### config.mk
export PLATFORM = sky130hd
export DESIGN_NAME = alu_issue_sel_flat
export DESIGN_NICKNAME = d
export VERILOG_FILES = /design/src/rtl/alu_sched_pkg.sv /design/src/rtl/alu_issue_sel_if.sv /design/src/rtl/commit_rot.sv /design/src/rtl/alu_issue_sel.sv /design/src/flat_wrapper.sv
export SDC_FILE = /design/constraint.sdc
export NUM_CORES = 1
export LEC_CHECK = 0
export BUFFER_PORTS_ARGS = -buffer_cell sky130_fd_sc_hd__buf_2
export CORE_MARGIN = 1.5
export CORE_UTILIZATION = 55
export CTS_CLUSTER_DIAMETER = 60
export DETAILED_ROUTE_END_ITERATION = 10
export MAX_ROUTING_LAYER = met4
export PLACE_DENSITY = 0.81
export SETUP_SLACK_MARGIN = 0.3
export SYNTH_ARGS = -nofsm -noshare
export SYNTH_HDL_FRONTEND = slang
export SYNTH_SLANG_ARGS = --single-unit
### constraint.sdc
create_clock -name clk -period 21.1 [get_ports clk]
set_clock_uncertainty 0.05 [all_clocks]
set_input_delay 3.165 -clock clk [delete_from_list [all_inputs] [get_ports clk]]
set_output_delay 3.165 -clock clk [all_outputs]
set_load 0.02 [all_outputs]
### src/rtl/alu_sched_pkg.sv
// alu_sched_pkg: shared sizing and types for the ALU issue scheduler.
//   NCOMMIT_DEF  - default number of commit slots (power of two)
//   LNCOMMIT_DEF - log2(NCOMMIT_DEF)
//   NALU_DEF     - default number of ALU issue ports
//   commit_idx_t / commit_mask_t - slot index and per-slot mask at default size
package alu_sched_pkg;
  localparam int NCOMMIT_DEF  = 32;
  localparam int LNCOMMIT_DEF = 5;
  localparam int NALU_DEF     = 2;

  typedef logic [LNCOMMIT_DEF-1:0] commit_idx_t;
  typedef logic [NCOMMIT_DEF-1:0]  commit_mask_t;
endpackage

### src/rtl/alu_issue_sel_if.sv
// alu_issue_sel_if: issue-selector bus between commit bookkeeping and the selector.
//   master (bookkeeping side): drives start_commit, ready, retire, kill, alu_busy;
//                              receives alu_enable, alu_addr, issued.
//   slave  (selector side)   : the reverse.
interface alu_issue_sel_if #(
  parameter int NCOMMIT  = 32,
  parameter int LNCOMMIT = 5,
  parameter int NALU     = 2
) ();
  logic [LNCOMMIT-1:0]      start_commit;
  logic [NCOMMIT-1:0]       ready;
  logic [NCOMMIT-1:0]       retire;
  logic [NCOMMIT-1:0]       kill;
  logic [NALU-1:0]          alu_busy;
  logic [NALU-1:0]          alu_enable;
  logic [NALU*LNCOMMIT-1:0] alu_addr;
  logic [NCOMMIT-1:0]       issued;

  modport master (
    output start_commit, ready, retire, kill, alu_busy,
    input  alu_enable, alu_addr, issued
  );

  modport slave (
    input  start_commit, ready, retire, kill, alu_busy,
    output alu_enable, alu_addr, issued
  );
endinterface

### src/rtl/commit_rot.sv
// commit_rot: combinational N-bit barrel rotator.
//   data_i - input vector
//   amt_i  - rotate amount (0..N-1)
//   dir_i  - 0: rotate right (bit amt moves to bit 0), 1: rotate left
//   data_o - rotated vector
module commit_rot #(
  parameter int N  = 32,
  parameter int LN = 5
) (
  input  logic [N-1:0]  data_i,
  input  logic [LN-1:0] amt_i,
  input  logic          dir_i,
  output logic [N-1:0]  data_o
);
  // st[k] is the vector after applying amount bits 0..k-1
  logic [LN:0][N-1:0] st;

  assign st[0] = data_i;

  genvar gi, gj;
  generate
    for (gi = 0; gi < LN; gi++) begin : g_stage
      for (gj = 0; gj < N; gj++) begin : g_bit
        localparam int SRC_R = (gj + (1 << gi)) % N;
        localparam int SRC_L = (gj + N - (1 << gi)) % N;
        assign st[gi+1][gj] = amt_i[gi] ? (dir_i ? st[gi][SRC_L] : st[gi][SRC_R])
                                        : st[gi][gj];
      end
    end
  endgenerate

  assign data_o = st[LN];
endmodule

### src/rtl/alu_issue_sel.sv
// alu_issue_sel: per-cycle issue selector for the integer ALU cluster.
// Grants the oldest ready, not-yet-issued commit slots to up to NALU ports and
// tracks in-flight slots until retire/kill.
//   clk, reset      - clock, synchronous active-high reset
//   bus (slave)     - start_commit, ready, retire, kill, alu_busy in;
//                     alu_enable, alu_addr, issued out (all registered)
//   perf_issue_cnt  - saturating grant count      (ALU_ISSUE_SEL_PERF_EN only)
//   perf_starve_cnt - saturating starved cycles   (ALU_ISSUE_SEL_PERF_EN only)
module alu_issue_sel
  import alu_sched_pkg::*;
#(
  parameter int NCOMMIT  = NCOMMIT_DEF,
  parameter int LNCOMMIT = LNCOMMIT_DEF,
  parameter int NALU     = NALU_DEF
) (
  input  logic        clk,
  input  logic        reset,
`ifdef ALU_ISSUE_SEL_PERF_EN
  output logic [31:0] perf_issue_cnt,
  output logic [31:0] perf_starve_cnt,
`endif
  alu_issue_sel_if.slave bus
);
  logic [NCOMMIT-1:0]             cand;
  logic [NCOMMIT-1:0]             cand_rot;
  logic [NCOMMIT-1:0]             gmask_rot;
  logic [NCOMMIT-1:0]             gmask;
  logic [NALU-1:0]                en_d, en_q;
  logic [NALU-1:0][LNCOMMIT-1:0]  addr_d, addr_q;
  logic [NCOMMIT-1:0]             issued_d, issued_q;

  // Lowest set bit = oldest candidate once the mask is age-rotated
  function automatic logic [LNCOMMIT-1:0] find_first(input logic [NCOMMIT-1:0] m);
    find_first = '0;
    for (int i = NCOMMIT - 1; i >= 0; i--) begin
      if (m[i]) find_first = i[LNCOMMIT-1:0];
    end
  endfunction

  assign cand = bus.ready & ~issued_q & ~bus.kill;

  commit_rot #(.N(NCOMMIT), .LN(LNCOMMIT)) u_rot_in (
    .data_i (cand),
    .amt_i  (bus.start_commit),
    .dir_i  (1'b0),
    .data_o (cand_rot)
  );

  // Busy ports are skipped without consuming a candidate, so the next free
  // port still receives the oldest remaining op.
  always_comb begin
    logic [NCOMMIT-1:0]  rem;
    logic [LNCOMMIT-1:0] pos;
    rem       = cand_rot;
    pos       = '0;
    en_d      = '0;
    addr_d    = addr_q;
    gmask_rot = '0;
    for (int p = 0; p < NALU; p++) begin
      if (!bus.alu_busy[p] && (rem != '0)) begin
        pos            = find_first(rem);
        en_d[p]        = 1'b1;
        addr_d[p]      = pos + bus.start_commit;  // wraps by truncation
        gmask_rot[pos] = 1'b1;
        rem[pos]       = 1'b0;
      end
    end
  end

  // Bring the granted positions back into slot numbering for the issued mask
  commit_rot #(.N(NCOMMIT), .LN(LNCOMMIT)) u_rot_out (
    .data_i (gmask_rot),
    .amt_i  (bus.start_commit),
    .dir_i  (1'b1),
    .data_o (gmask)
  );

  // Retire/kill clear dominates a fresh grant on the same slot
  assign issued_d = (issued_q | gmask) & ~(bus.retire | bus.kill);

  always_ff @(posedge clk) begin
    if (reset) begin
      en_q     <= '0;
      addr_q   <= '0;
      issued_q <= '0;
    end else begin
      en_q     <= en_d;
      addr_q   <= addr_d;
      issued_q <= issued_d;
    end
  end

  assign bus.alu_enable = en_q;
  assign bus.alu_addr   = addr_q;
  assign bus.issued     = issued_q;

`ifdef ALU_ISSUE_SEL_PERF_EN
  logic        starve_q;
  logic [31:0] issue_inc;
  logic [31:0] issue_cnt_q, starve_cnt_q;

  assign issue_inc = 32'($countones(en_q));

  // Counters advance on the registered grant/starve events
  always_ff @(posedge clk) begin
    if (reset) begin
      starve_q     <= 1'b0;
      issue_cnt_q  <= '0;
      starve_cnt_q <= '0;
    end else begin
      starve_q <= (cand != '0) && (&bus.alu_busy);
      if (issue_cnt_q > (32'hFFFF_FFFF - issue_inc)) issue_cnt_q <= 32'hFFFF_FFFF;
      else                                           issue_cnt_q <= issue_cnt_q + issue_inc;
      if (starve_q && (starve_cnt_q != 32'hFFFF_FFFF)) starve_cnt_q <= starve_cnt_q + 32'd1;
    end
  end

  assign perf_issue_cnt  = issue_cnt_q;
  assign perf_starve_cnt = starve_cnt_q;
`endif
endmodule

### src/flat_wrapper.sv
// flat-port wrapper written by rule: the top's interface ports become plain ports
module alu_issue_sel_flat import alu_sched_pkg::*;
#(
  parameter int NCOMMIT  = NCOMMIT_DEF,
  parameter int LNCOMMIT = LNCOMMIT_DEF,
  parameter int NALU     = NALU_DEF
)
  (clk, reset, bus_start_commit, bus_ready, bus_retire, bus_kill, bus_alu_busy, bus_alu_enable, bus_alu_addr, bus_issued);
  alu_issue_sel_if #(.NCOMMIT(NCOMMIT), .LNCOMMIT(LNCOMMIT), .NALU(NALU)) bus_i ();
  input  logic clk;
  input  logic reset;
  input wire logic [$bits(bus_i.start_commit)-1:0] bus_start_commit;
  input wire logic [$bits(bus_i.ready)-1:0] bus_ready;
  input wire logic [$bits(bus_i.retire)-1:0] bus_retire;
  input wire logic [$bits(bus_i.kill)-1:0] bus_kill;
  input wire logic [$bits(bus_i.alu_busy)-1:0] bus_alu_busy;
  output wire logic [$bits(bus_i.alu_enable)-1:0] bus_alu_enable;
  output wire logic [$bits(bus_i.alu_addr)-1:0] bus_alu_addr;
  output wire logic [$bits(bus_i.issued)-1:0] bus_issued;
  assign bus_i.start_commit = bus_start_commit;
  assign bus_i.ready = bus_ready;
  assign bus_i.retire = bus_retire;
  assign bus_i.kill = bus_kill;
  assign bus_i.alu_busy = bus_alu_busy;
  assign bus_alu_enable = bus_i.alu_enable;
  assign bus_alu_addr = bus_i.alu_addr;
  assign bus_issued = bus_i.issued;
  alu_issue_sel #(.NCOMMIT(NCOMMIT), .LNCOMMIT(LNCOMMIT), .NALU(NALU)) u_core (.clk(clk), .reset(reset), .bus(bus_i));
endmodule
# Word level (Yosys, flattened, before mapping)
# Index checks and enable logic that the tools add are counted.
[classes]
addsub = 2
order_cmp = 4
muxes = 395
n_bitwise = 11
n_reduce_logical = 8
[ops]
columns = ["cell", "count"]
rows = [
  ["$mux 5", 66],
  ["$mux 1", 324],
  ["$and 32x32->32", 4],
  ["$not 32->32", 4],
  ["$mux 32", 3],
  ["$or 32x32->32", 3],
  ["$reduce_bool 32->1", 2],
  ["$lt 5x6->1 const B", 2],
  ["$add 5x5->5", 2],
  ["$demux 1 s5", 2],
  ["$ge 5x1->1 const B", 2],
  ["$logic_and 1x1->1", 4],
  ["$logic_not 1->1", 2],
]
[word_totals]
register_bits = 44
out_inout_bits = 44

# Depth between registers and ports, before layout
# Gate-level depths: netlist of the first run.
[depth]
word_depth = 94
mapped_depth = 34

# Hierarchy
# From an unflattened synthesis of the first run, not the netlist that was laid out.
[unflattened]
cells_unflattened = 1611
area_unflattened_um2 = 12554.5
[modules_own_cells]
columns = ["mod", "instances", "cells_per_inst", "area_each_um2"]
rows = [
  ["commit_rot", 2, 542, 4210.3],
  ["alu_issue_sel", 1, 527, 4134.0],
]

# Least setup slack after synthesis of the first run
# OpenSTA, ideal clock, no wires.
[synth_path]
path_kind = "input to register"
from = "input bus_start_commit[3]"
to = "register u_core.issued_q[13], in the netlist u_core.bus.issued[13]"
setup_ns = 0.103
arrival_ns = 8.856
required_time_ns = 20.947
path_slack_ns = 12.090
stages = 24
n_path_buf = 4
path_cell_list = "inv_2 -> buf_2 -> mux4_2 -> mux4_2 -> a221o_1 -> nand3b_4 -> a21o_1 -> a2111oi_4 -> a21oi_4 -> inv_2 -> buf_6 -> buf_6 -> a31oi_1 -> nor2_1 -> a21oi_1 -> a2111o_1 -> o21ai_4 -> buf_6 -> a31oi_1 -> mux4_2 -> mux2_4 -> a221oi_1 -> o221ai_1 -> a2111oi_2"
[synth_between]
elab_chain_len = 88
elab_cells_between_ends = 183
[synth_rtl]
columns = ["item", "line_no", "source"]
rows = [
  ["start, declared", "flat_wrapper.sv:12", "input wire logic [$bits(bus_i.start_commit)-1:0] bus_start_commit;"],
  ["$mux 1 (2 in series)", "commit_rot.sv:26", "assign st[gi+1][gj] = amt_i[gi] ? (dir_i ? st[gi][SRC_L] : st[gi][SRC_R])"],
  ["$mux 5 (32 in series)", "alu_issue_sel.sv:36", "if (m[i]) find_first = i[LNCOMMIT-1:0];"],
  ["$mux 5", "alu_issue_sel.sv:60", "if (!bus.alu_busy[p] && (rem != '0)) begin"],
  ["$lt 5x6->1 (implied by the code) / $ge 5x1->1 (equally long branches)", "alu_issue_sel.sv:64, alu_issue_sel.sv:65", ""],
  ["$logic_and 1x1->1 (implied by the code)", "alu_issue_sel.sv:64, alu_issue_sel.sv:65", ""],
  ["$mux 1 (implied by the code)", "alu_issue_sel.sv:64, alu_issue_sel.sv:65", ""],
  ["$demux 1 s5", "-", ""],
  ["$not 32->32 (no line)", "-", ""],
  ["(+37 left out)", "-", ""],
  ["$mux 1", "-", ""],
  ["$demux 1 s5", "-", ""],
  ["$or 32x32->32 (no line)", "-", ""],
  ["$mux 32", "alu_issue_sel.sv:60", ""],
  ["$mux 1 (4 in series)", "commit_rot.sv:26", ""],
  ["$mux 1 *", "commit_rot.sv:26", ""],
  ["$or 32x32->32 *", "alu_issue_sel.sv:79", "assign issued_d = (issued_q | gmask) & ~(bus.retire | bus.kill);"],
  ["$and 32x32->32 *", "alu_issue_sel.sv:79", ""],
  ["end signal, assigned", "alu_issue_sel.sv:89", "issued_q <= issued_d;"],
  ["end, declared", "alu_issue_sel.sv:30", "logic [NCOMMIT-1:0] issued_d, issued_q;"],
]
# Every way passes the cells marked *; elsewhere a longest branch is shown, timed or not. The select of a mux whose other input is x is not followed.
# A chain may end at the register's enable or synchronous reset.

# Worst setup path after layout of the first run
[layout_path]
from = "input bus_start_commit[1]"
to = "register u_core.issued_q[29], in the netlist u_core.bus.issued[29]"
[layout_between]
elab_chain_len = 90
elab_cells_between_ends = 247
[layout_rtl]
columns = ["item", "line_no"]
rows = [
  ["$mux 1 (4 in series)", "commit_rot.sv:26"],
  ["$mux 5 (32 in series)", "alu_issue_sel.sv:36"],
  ["$mux 5", "alu_issue_sel.sv:60"],
  ["$lt 5x6->1 (implied by the code) / $ge 5x1->1 (equally long branches)", "alu_issue_sel.sv:64, alu_issue_sel.sv:65"],
  ["$logic_and 1x1->1 (implied by the code)", "alu_issue_sel.sv:64, alu_issue_sel.sv:65"],
  ["$mux 1 (implied by the code)", "alu_issue_sel.sv:64, alu_issue_sel.sv:65"],
  ["$demux 1 s5", "-"],
  ["$not 32->32 (no line)", "-"],
  ["(+37 left out)", "-"],
  ["$mux 1", "-"],
  ["$demux 1 s5", "-"],
  ["$or 32x32->32 (no line)", "-"],
  ["$mux 32", "alu_issue_sel.sv:60"],
  ["$mux 1 (4 in series)", "commit_rot.sv:26"],
  ["$mux 1 *", "commit_rot.sv:26"],
  ["$or 32x32->32 *", "alu_issue_sel.sv:79"],
  ["$and 32x32->32 *", "alu_issue_sel.sv:79"],
]
# Marks and branches as above.

==> reports/metrics.cfg, run 1 <==
[critical_path]
max_stage_delay_ps = 1010
startpoint_type = primary input
crit_type = primary input to flop
crit_chain = buf_4 > buf_4 > buf_4 > nor4b_1 > or2_1 > mux2i_1 > o22ai_1 > nor4_2 > and4b_1 > nand4_1 > a211oi_1 > nand4_1 > nand3_1 > nor3b_1 > nand4_1 > nor2_1 > a32oi_1 > a21oi_1 > mux2i_1 > a221oi_1 > o221ai_1 > a2111oi_2
worstSetupPathDepth = 22
rr_worst_depth = 20
endpoint_kind = flop
critPathArrivalTime_ps = 12340
critPathSlowestCell = a211oi_1
crit_fanout = 63
cp_top_family = simple AND/OR/NAND/NOR gates
cp_num_buf_inv = 3
worst_ep_required_time_ps = 21250

[grt]
antenna_found_initial = 2
grt_pass1_wl_mm = 77.96
grt_pass1_vias = 12392
grt_usage = 0.4955
met2_usage = 0.6964
grtUsageMet3 = 0.1503
gr-usage-met1 = 0.6386
grt-busiest-layer = met2
grt_overflow = 0
grt_start_max_net_pins = 64

[clocking]
clk-insertion-delay-late_ps = 300
clockRootBuffer = clkbuf_16
ctsHoldBuffers = 0
htreeDepth = 2
cts_buffers = 5
ctsResizeCount = 0
cts_setup_buffers = 0
tritoncts = done
cts_buffer_depth = 2
cts.sinks = 44
path_clk_slew_ps = 70

[floorplan]
die_x_um = 146.5
dieArea_mm2 = 0.02147
io_pins = 149
std_cell_rows = 52
placeableCoreArea_mm2 = 0.02023
die_h_um = 146.5
initial_core_util = 0.5600

[worst_hold_path]
hp-class = flop to flop
min_path_cells = 2

[yosys]
ys_top_cells_by_count = nor2_1, mux4_2, nand2_1
syn_area_per_cell_um2 = 8.703
ys_ff_latch = 44
syn_inst = 1302
synth-edff-count = 0
syn_area_mm2 = 0.01133
synth_ff_type = dfxtp_1
yosys_warnings = 0
synth_area_leaders = mux4_2, dfxtp_1, mux2i_1
synth_top_cell_by_area = mux4_2
synth_top_area_share = 0.2127
syn_nets = 1417
synth_most_common_cell = nor2_1
synth_cell_types = 113
synth_seq_area_share = 0.07774
async_flop_share = 0

[sta]
min_period_ps = 12190
tns_ps = 0
whs_ps = 448.8
clock.fmax_mhz = 82.05
fin_crit_sh = 0.5776
rsz0062_at_grt = no
slew_headroom = 0.05513
fin_ws_ps = 8912
finalMaxSlewViolations = 0
worst_slew_pin_slew_ps = 1398
hold_violations = 0
setup_viol = 0

[layout]
areaGrowthSynthToFinish_pct = 7.774
fin_nets = 1501
postLayoutCellArea_mm2 = 0.01221
fillers = 1854
drive_above_1_share = 0.2970

[run_status]
status = completed

[detailed_routing]
firstDrtPassIters = 8
drt_iter0_drc = 2337
drt-total-wl_mm = 52.32
drtAntennaViolNets = 0
drc = 0
vias = 13433
routedWlPerCell_um = 31.52
routed_via_density = 8.092

[flow_run]
cap_viol_max_count = 0

[placed_design]
post-place-ws_ps = 8997
routabilityCongestion = 1.074
dp_hpwl_mm = 40.68
port_buffers = 148
post_dp_cell_area_mm2 = 0.01204

[power_and_ir_drop]
ir_drop_uv = 34.72
p_leak_nw = 4.503
p_per_area_mw_per_mm2 = 51.76

-- power by group --
part           switching [mW]  internal (mW)
Clock                  0.0404         0.0559
Sequential            0.00583         0.0891
Combinational           0.291          0.150
-- flip-flops by register name (all words and copies together) (netlist names) --
register               count
u_core.bus.alu_addr       10
u_core.bus.alu_enable      2
u_core.bus.issued         32
-- cell families (layout without fill, tap and decap cells) --
group | count (synthesis) | count (layout) | share of synthesized area
compound gates | 401 | 401 | 0.2793
xor+xnor | 7 | 7 | 0.005411
fa+ha+maj | 11 | 11 | 0.01325
buf+inv | 128 | 213 | 0.06305
flops | 44 | 44 | 0.07774
mux | 212 | 212 | 0.3091
other cells | 0 | 3 | 0
simple gates | 499 | 499 | 0.2522
-- routing by layer --
layer  vias up  routed length [um]
li1       5552                   -
met1      6395               19230
met2      1231               21710
met3       255                8010
met4         0                3362
met5         -                   0
-- area by class of cell --
class | count | area, um2 | area share
Antenna cell | 3 | 7.507 | 0.0006148
Clock buffer | 5 | 125.1 | 0.01025
Clock inverter | 3 | 42.54 | 0.003484
Inverter | 28 | 106.4 | 0.008709
Multi-Input combinational cell | 1130 | 9751 | 0.7985
Sequential cell | 44 | 880.8 | 0.07213
Tap cell | 270 | 337.8 | 0.02766
Timing Repair Buffer | 177 | 960.9 | 0.07869
-- tightest hold or removal path, delay by kind of cell, from the launching register on --
kind            cells  cell delay, ps
compound gates      1              60
simple gates        1              70
flops               1             340
-- placed cells by master, fill, tap and decap left out, types with 27 or more instances in the layout --
master and n:
buf_2 147, nor3_1 56, o21ai_0 32, a21oi_1 48, nor3b_1 31, a211oi_1 41, dfxtp_1 44, buf_4 30
nand2_1 83, mux4_2 107, or3b_2 27, nor2_1 113, mux2i_1 75
-- worst paths after layout --
kind	startpoint	end	slack, ps
max	bus_start_commit[1]	u_core.bus.issued[29]	8910
min	u_core.bus.alu_addr[4]	u_core.bus.alu_addr[4]	450
max reg2reg	u_core.bus.issued[4]	u_core.bus.issued[14]	12520
min reg2reg	u_core.bus.alu_addr[4]	u_core.bus.alu_addr[4]	450
-- per-stage QoR --
stage	total power, mW	utilization	instances
final	0.6321	0.6035	1660
after detailed placement	0.5140	0.5949	1649
after CTS	0.6110	0.6031	1657
after global placement	0.5131	0.5949	1649
after global routing	0.6550	0.6035	1660
after floorplan	0.4031	-	1302
Note: power is estimated with default switching activity, not from simulation.
==> inputs of run 2 (changes only) <==
==> constraint.sdc (replaced) <==
create_clock -name clk -period 11.4 [get_ports clk]
set_clock_uncertainty 0.05 [all_clocks]
set_input_delay 1.71 -clock clk [delete_from_list [all_inputs] [get_ports clk]]
set_output_delay 1.71 -clock clk [all_outputs]
set_load 0.02 [all_outputs]
==> run 2 against run 1 <==
Via count increased by 0.80%. Largest power group unchanged. Sequential cell count unchanged. Highest routed layer unchanged. Worst hold slack got worse by 10 ps. Final cell count increased by 0.36%. Combinational power increased by 87%. Clock-buffer cell count unchanged. Non-clock buffer count increased by 5. Die area unchanged.
==> reports/metrics.cfg, run 2 (synthesis results as in run 1) <==
[critical_path]
max_stage_delay_ps = 830  ; -180 ps
worst_ep_required_time_ps = 11560  ; -9690 ps
startpoint_type = primary input
crit_fanout = 45  ; -29%
critPathArrivalTime_ps = 10470  ; -1870 ps
endpoint_kind = flop
worstSetupPathDepth = 21  ; -4.5%
cp_num_buf_inv = 4  ; +1
crit_type = primary input to flop
cp_top_family = compound AO/OA/AOI/OAI gates
crit_chain = buf_2 > inv_2 > mux4_2 > mux2_2 > mux4_2 > or2_1 > nor3b_2 > o211ai_4 > a21oi_4 > inv_2 > a211oi_1 > a311oi_1 > nor4_2 > a31oi_4 > inv_2 > a31oi_1 > mux4_2 > mux2_4 > a221oi_1 > o221ai_1 > a2111oi_2
r2r_slack_ps = 2680  ; -9840 ps
rr_worst_depth = 20  ; unchanged
critPathSlowestCell = a21oi_4

[clocking]
ctsHoldBuffers = 0  ; unchanged
clk-insertion-delay-late_ps = 310  ; about the same
tritoncts = done
path_clk_slew_ps = 70  ; about the same
ctsResizeCount = 0  ; unchanged
cts_buffers = 5  ; unchanged
cts.sinks = 44  ; unchanged
clockRootBuffer = clkbuf_16
htreeDepth = 2  ; unchanged
cts_buffer_depth = 2  ; unchanged
cts_setup_buffers = 0  ; unchanged

[sta]
slew_headroom = 0.1032  ; +0.04810
fin_crit_sh = 0.9044
whs_ps = 438.8  ; -10.01 ps
clock.fmax_mhz = 97.00
worst_slew_pin_slew_ps = 1326  ; -71.15 ps
finalMaxSlewViolations = 0  ; unchanged
rsz0062_at_grt = no
tns_ps = 0  ; unchanged
min_period_ps = 10310
fin_ws_ps = 1090  ; -7822 ps
setup_viol = 0  ; unchanged
hold_violations = 0  ; unchanged

[grt]
grt_pass1_wl_mm = 80.60  ; +3.4%
antenna_found_initial = 3  ; +1
grt-busiest-layer = met2
grt_pass1_vias = 12477  ; +0.69%
met2_usage = 0.7263  ; +0.02986
grt_start_max_net_pins = 76  ; +19%
grt_usage = 0.5172  ; +0.02164
gr-usage-met1 = 0.6732  ; +0.03461
grtUsageMet3 = 0.1678  ; +0.01750
grt_overflow = 0  ; unchanged

[layout]
fillers = 1814  ; -2.2%
layout_commonest_cell = buf_2
largest_reg_flops = 32  ; unchanged
final_cell_mix = buf_2, nor2_1, mux4_2, nand2_1, mux2i_1
areaGrowthSynthToFinish_pct = 8.326
fin_nets = 1506  ; +0.33%
finish.utilization = 0.6066  ; +0.003092
drive_above_1_share = 0.2976  ; +0.0005836

[flow_run]
cap_viol_max_count = 0  ; unchanged

[detailed_routing]
drtAntennaViolNets = 0  ; unchanged
vias = 13541  ; +0.80%
firstDrtPassIters = 6  ; -2
drc = 0  ; unchanged
routedWlPerCell_um = 32.62  ; +3.5%
drt-total-wl_mm = 54.35  ; +3.9%
drt_iter0_drc = 2244  ; -4.0%
routed_via_density = 8.128  ; +0.44%

[floorplan]
std_cell_rows = 52  ; unchanged
initial_core_util = 0.5600  ; unchanged
io_pins = 149  ; unchanged
placeableCoreArea_mm2 = 0.02023  ; unchanged
dieArea_mm2 = 0.02147  ; unchanged
die_x_um = 146.5  ; unchanged
die_h_um = 146.5  ; unchanged

[worst_hold_path]
min_path_cells = 2  ; unchanged
hp-class = flop to flop

[placed_design]
port_buffers = 148  ; unchanged
routabilityCongestion = 1.053  ; -2.0%
post-place-ws_ps = 1151  ; -7845 ps
dp_hpwl_mm = 42.58  ; +4.7%

[power_and_ir_drop]
p_leak_nw = 4.535  ; +0.71%
ir_drop_uv = 56.27  ; +62%
p_per_area_mw_per_mm2 = 97.67  ; +89%

[run_status]
status = completed

## run 2: cell count changes in the layout (fill, tap and decap cells not counted), sizes merged
cell / delta
clkinvlp: -1
bufinv: +1
clkinv: -1
diode: +2
buf: +5
## run 2: layer usage
layer  wire [um]  up-vias
met5           0        -
met3        8510      215
li1            -     5559
met1       20080     6467
met4        3015        0
met2       22750     1300
## run 2: worst paths after layout
path | startpoint | end
worst max-delay path | bus_start_commit[3] | u_core.bus.issued[13]
worst min-delay path | u_core.bus.alu_addr[7] | u_core.bus.alu_addr[7]
worst max register to register | u_core.bus.issued[21] | u_core.bus.issued[13]
worst min register to register | u_core.bus.alu_addr[7] | u_core.bus.alu_addr[7]
## run 2: tightest hold or removal path, cell delays in order (launching register included)
cell and delay [ps]:
dfxtp_1 320, mux2i_1 60, nor2_1 70
## run 2: final cells by class
| cell class | instances | area [um2] | area share |
|---|---|---|---|
| diodes | 5 | 12.51 | 0.001019 |
| clock buffers | 5 | 125.1 | 0.01019 |
| clock inverters | 2 | 60.06 | 0.004893 |
| inverters | 28 | 106.4 | 0.008665 |
| multi-input cells | 1130 | 9741 | 0.7936 |
| flip-flops and latches | 44 | 880.8 | 0.07176 |
| well taps | 270 | 337.8 | 0.02752 |
| repair buffers | 182 | 1011 | 0.08236 |
## run 2: where the power goes
part / switching [mW] / total [mW] / internal (mW)
sequential: 0.00998 / 0.175 / 0.165
combinational: 0.544 / 0.825 / 0.280
clock: 0.0747 / 0.200 / 0.125
total: 0.629 / 1.20 / 0.570
## run 2: per-stage QoR
stage / instance area, um2 / instances / total power [mW]
2_1_floorplan: 11330 / 1302 / 0.7461
3_3_place_gp: 12080 / 1654 / 0.9569
3_5_place_dp: 12080 / 1654 / 0.9602
4_1_cts: 12260 / 1661 / 1.160
5_1_grt: 12270 / 1664 / 1.241
6_report: 12270 / 1666 / 1.199
